[src/rtl/instr_loader_pkg.sv]
// instr_loader_pkg: debug-unit shared loader state encoding and program-format constants
package instr_loader_pkg;
  typedef enum logic [1:0] {IDLE, RECV, WRITE, DONE} state_t;
  localparam logic [31:0] HALT_WORD = 32'hFFFF_FFFF;
  localparam int BYTES_PER_WORD = 4;
endpackage

[src/rtl/instr_word_assembler.sv]
// instr_word_assembler: packs received bytes MSB-first into 32-bit words
module instr_word_assembler (
  input  logic        clk,
  input  logic        rst,
  input  logic        i_clear,
  input  logic        i_en,
  input  logic        i_rx_done,
  input  logic [7:0]  i_rx_data,
  output logic        o_word_valid,
  output logic [31:0] o_word
);
  import instr_loader_pkg::*;
  logic [23:0] r_shift;
  logic [1:0]  r_cnt;
  logic        w_take;
  assign w_take = i_en && i_rx_done;
  // the final byte bypasses the register so the word is usable on the strobe cycle
  assign o_word = {r_shift, i_rx_data};
  assign o_word_valid = w_take && (r_cnt == 2'(BYTES_PER_WORD - 1));
  always_ff @(posedge clk or posedge rst) begin
    if (rst) begin
      r_shift <= '0;
      r_cnt   <= '0;
    end else if (i_clear) begin
      r_shift <= '0;
      r_cnt   <= '0;
    end else if (w_take) begin
      r_shift <= {r_shift[15:0], i_rx_data};
      r_cnt   <= r_cnt + 2'd1;
    end
  end
endmodule

[src/rtl/instr_loader.sv]
// instr_loader: streams UART bytes into instruction memory until HALT_WORD or full
// Optional LOADER_CHECKSUM_EN adds an XOR checksum of all written words.
module instr_loader #(
  parameter int          DEPTH     = 32,
  parameter logic [31:0] HALT_WORD = instr_loader_pkg::HALT_WORD,
  parameter int          CNT_W     = $clog2(DEPTH) + 1
) (
  input  logic             clk,
  input  logic             rst,
  input  logic             i_load_start,
  input  logic [7:0]       i_rx_data,
  input  logic             i_rx_done,
  output logic             o_wr_instruction,
  output logic [31:0]      o_wr_addr,
  output logic [31:0]      o_data_instruction,
  output logic             o_busy,
  output logic             o_load_done,
  output logic             o_load_error,
`ifdef LOADER_CHECKSUM_EN
  output logic [31:0]      o_checksum,
`endif
  output logic [CNT_W-1:0] o_word_count
);
  import instr_loader_pkg::*;
  localparam int AW = $clog2(DEPTH);
  localparam logic [AW-1:0] LAST = AW'(DEPTH - 1);
  state_t      r_state;
  logic [AW-1:0] r_addr;
  logic        w_clear, w_word_valid;
  logic [31:0] w_word;
  assign w_clear = i_load_start && (r_state == IDLE || r_state == DONE);
  assign o_wr_addr = 32'(r_addr);
  instr_word_assembler u_asm (
    .clk          (clk),
    .rst          (rst),
    .i_clear      (w_clear),
    .i_en         (r_state == RECV || r_state == WRITE),
    .i_rx_done    (i_rx_done),
    .i_rx_data    (i_rx_data),
    .o_word_valid (w_word_valid),
    .o_word       (w_word)
  );
  always_ff @(posedge clk or posedge rst) begin
    if (rst) begin
      r_state            <= IDLE;
      r_addr             <= '0;
      o_wr_instruction   <= 1'b0;
      o_data_instruction <= '0;
      o_busy             <= 1'b0;
      o_load_done        <= 1'b0;
      o_load_error       <= 1'b0;
      o_word_count       <= '0;
`ifdef LOADER_CHECKSUM_EN
      o_checksum         <= '0;
`endif
    end else begin
      case (r_state)
        IDLE, DONE: if (i_load_start) begin
          r_state      <= RECV;
          r_addr       <= '0;
          o_word_count <= '0;
          o_busy       <= 1'b1;
          o_load_done  <= 1'b0;
          o_load_error <= 1'b0;
`ifdef LOADER_CHECKSUM_EN
          o_checksum   <= '0;
`endif
        end
        RECV: if (w_word_valid) begin
          o_data_instruction <= w_word;
          o_wr_instruction   <= 1'b1;
          r_state            <= WRITE;
        end
        WRITE: begin
          o_wr_instruction <= 1'b0;
          o_word_count     <= o_word_count + CNT_W'(1);
`ifdef LOADER_CHECKSUM_EN
          o_checksum       <= o_checksum ^ o_data_instruction;
`endif
          // saturate so the address never points past the last word
          if (r_addr != LAST) r_addr <= r_addr + AW'(1);
          if (o_data_instruction == HALT_WORD || r_addr == LAST) begin
            r_state      <= DONE;
            o_busy       <= 1'b0;
            o_load_done  <= 1'b1;
            o_load_error <= o_data_instruction != HALT_WORD;
          end else r_state <= RECV;
        end
        default: r_state <= IDLE;
      endcase
    end
  end
endmodule

[config.mk]
export PLATFORM = sky130hd
export DESIGN_NAME = instr_loader
export DESIGN_NICKNAME = d
export VERILOG_FILES = /design/src/rtl/instr_loader_pkg.sv /design/src/rtl/instr_word_assembler.sv /design/src/rtl/instr_loader.sv
export SDC_FILE = /design/constraint.sdc
export NUM_CORES = 1
export LEC_CHECK = 0
export ABC_AREA = 1
export CORE_ASPECT_RATIO = 0.8
export CORE_UTILIZATION = 44
export DETAILED_ROUTE_END_ITERATION = 6
export HOLD_SLACK_MARGIN = 0.12
export PLACE_DENSITY_LB_ADDON = 0.25
export REMOVE_ABC_BUFFERS = 1
export SETUP_SLACK_MARGIN = 0.4
export SLEW_MARGIN = 40
export SYNTH_ARGS = -nofsm -noshare
export SYNTH_HDL_FRONTEND = slang
export SYNTH_SLANG_ARGS = --single-unit
[constraint.sdc]
create_clock -name clk -period 2.4 [get_ports clk]
set_clock_uncertainty 0.05 [all_clocks]
set_input_delay 0.36 -clock clk [delete_from_list [all_inputs] [get_ports clk]]
set_output_delay 0.36 -clock clk [all_outputs]
set_load 0.05 [all_outputs]
==> run metrics <==
Largest delay share family, worst path buffers and inverters; WL/cell 12.6 µm; count of different cell masters after synthesis 30; final setup fails 0; CP arrival 1550 ps; Detail Placement HPWL 4430 µm; CP Class flop to output port; clock buffer depth 2; largest net degree at the start of global routing 76; Starting Density 0.455; first-pass GRT wire length 10,300 µm; Logic pwr share 0.464; n_diodes 0; total negative setup slack 0 ps; Pleak 0.00218 µW; final RePlAce weighted congestion 0.748; drt total wl 6680 µm; R2R depth 9; Core ar. 0.00739 mm²; post-layout instance area 0.00420 mm²; area delta synth->final 24.8%; Hold Crit Class input port to asynchronous set/reset pin; Post-Syn Area 0.00337 mm²; area share of the largest cell type after synthesis 0.558; GRT Overall Usage 0.170; Post-synth EDFFs 0; RSZ-0062 raised after global routing false; num ports 86; vias in the first global route 2,195; post-layout min period 1960 ps; Initial DRT Pass Iterations 5; routed length on met3 322 µm; CP Launch Type flop; top cells by area, synth dfrtp_1 (56%), nand2_1 (8.7%), buf_4 (6.7%); top-count cell post-synth nand2_1; clock power share 0.185; GRT overflow 0; fillers 655; power per cell area 1320 mW/mm²; Slew HR 0.657; met2 WL 3060 µm; outcome complete, no violations; Sequential Power Share 0.351; CP max FO 3; mux share of post-synthesis cell area 0; Post-Synth Simple-Gate Area 0.146; Die Y 80.2 µm; H-tree depth 3; ratio of cells with drive above 1 in the final layout 0.0753; top sig layer met4; stages on the worst setup path 1; DRC 0; Synth Area in Adders 0.0260; Site Rows 28; vias 2,467; cells along the critical path clkdlybuf4s50_1; sw frac 0.453; CTS tree built; Slew @ Worst Pin 513 ps; PortBufs 58; area share of xor/xnor cells in the synthesized design 0.00260; Max stage delay on crit path 820 ps; f_max 0.510 GHz; required time of the critical path 1990 ps; area leader, netlist dfrtp_1; WP buf/inv 1; Final Hold Violating Endpoints 0; Clock Tree Root clkbuf_8; asr flop ratio synth 1.00; Max-cap violations 0; fin util 0.568; crit path capture type output port; detail-routed via count per cell 4.65; Internal 3040 µW; Mean Syn Cell Area 9.32 µm²; pins over their slew limit 0; Synth top cells by count nand2_1 (78), dfrtp_1 (75), inv_1 (45); Clock Sinks 75; die extent in x 99.8 µm; slowest CP cell clkdlybuf4s50_1; count of state elements after synthesis 75; clock slew at reported path FFs 80 ps; Tcrit/Tclk final 0.817; Synth Flop Type dfrtp_1; placed standard-cell area 0.00393 mm²; register area share after synthesis 0.558; Mapped Cells 361; hold bufs inserted after CTS 0; CTS buffer count 9; largest family of logic cells by synthesized area simple AND/OR/NAND/NOR gates; initial antenna violation count 0; Initial DRC Count 99; Switch Pwr 2520 µW; post-route ant nets 0; Metal-1 WL 3220 µm; worst vdd ir 0.623 mV; synth warn 0; die area 0.00801 mm²; Clock Latency Late Sink 350 ps; Synth Area in Compound Gates 0.124; Final #Nets 440
==> stage by stage <==
step                worst slack [ps]  total power [µW]  hold WS, ps  cells
finish                           439              5550          352    530
global route                     401              5870          400    530
CTS                              402              5570          388    529
detailed placement               465              4560          408    514
global placement                 534              4500          409    514
floorplan                       80.0              3730          396    348
==> state kept, by name (all words and copies together), names as in the netlist, 2 cells and up <==
| register | cells |
|---|---|
| o_word_count | 6 |
| u_asm.r_shift | 24 |
| u_asm.r_cnt | 2 |
| o_data_instruction | 32 |
| r_addr | 5 |
| r_state | 2 |
==> power by group through the flow <==
stage	Clock [µW]	Sequential [µW]	Combinational, µW
floorplan	0	2770	962
global placement	0	1970	2530
detailed placement	0	1980	2580
CTS	1050	1950	2570
global route	1100	2010	2760
finish	1030	1950	2580
==> final cells by class <==
type                       instances  area [µm²]  area share
clock buffer                      10         128      0.0304
clock inverter                     5        78.8      0.0188
inverter                          49         184      0.0438
multi-input combinational        224        1120       0.267
sequential                        75        1880       0.447
tap                              105         131      0.0313
timing repair buffer              62         682       0.162
==> cells by family after synthesis <==
| logic type | after synthesis |
|---|---|
| simple gates | 117 |
| buf+inv | 88 |
| fa+ha+maj | 7 |
| flops | 75 |
| compound gates | 72 |
| other cells | 1 |
| xor+xnor | 1 |
==> worst paths after layout <==
path,from,endpoint,slack [ps]
setup reg to reg,r_state[0]$_DFFE_PP0P_,o_data_instruction[29]$_DFFE_PP0P_,560
setup / recovery,o_data_instruction[30]$_DFFE_PP0P_,o_data_instruction[30],440
hold / removal,rst,u_asm.r_shift[19]$_DFFE_PP0P_,350
min in group clk,o_load_done$_DFFE_PP0P_,o_load_done$_DFFE_PP0P_,420
max in group asynchronous,rst,u_asm.r_shift[14]$_DFFE_PP0P_,1600
hold reg to reg,o_load_done$_DFFE_PP0P_,o_load_done$_DFFE_PP0P_,420
==> layer usage <==
metal | global-route usage | vias to the layer above
li1 | - | 1228
met1 | 0.236 | 1159
met2 | 0.254 | 71
met3 | 0.0574 | 9
met4 | 0.0441 | 0
met5 | 0 | -
==> cell usage in the layout (no fill, tap or decap), types with 2 or more instances in the layout <==
cell type / instances
nand2_1: 78
dfrtp_1: 75
inv_1: 44
clkdlybuf4s50_1: 39
o21ai_1: 31
conb_1: 27
o22ai_1: 24
nor2_1: 20
dlymetal6s2s_1: 14
clkbuf_8: 9
o21ai_0: 7
nand3_1: 6
ha_1: 6
a21oi_1: 5
dlygate4sd2_1: 5
inv_2: 4
nor3_1: 4
nand2_2: 2
a32o_1: 2
bufinv_16: 2
clkinv_2: 2
buf_12: 2
==> what timing repair did <==
item / in CTS / in global routing
endpoints found under the setup margin: 5 / 52
cloned: 0 / 1
buffers inserted: 0 / 0
gates resized for setup: 5 / 16
Note: power is estimated with default switching activity, not from simulation.
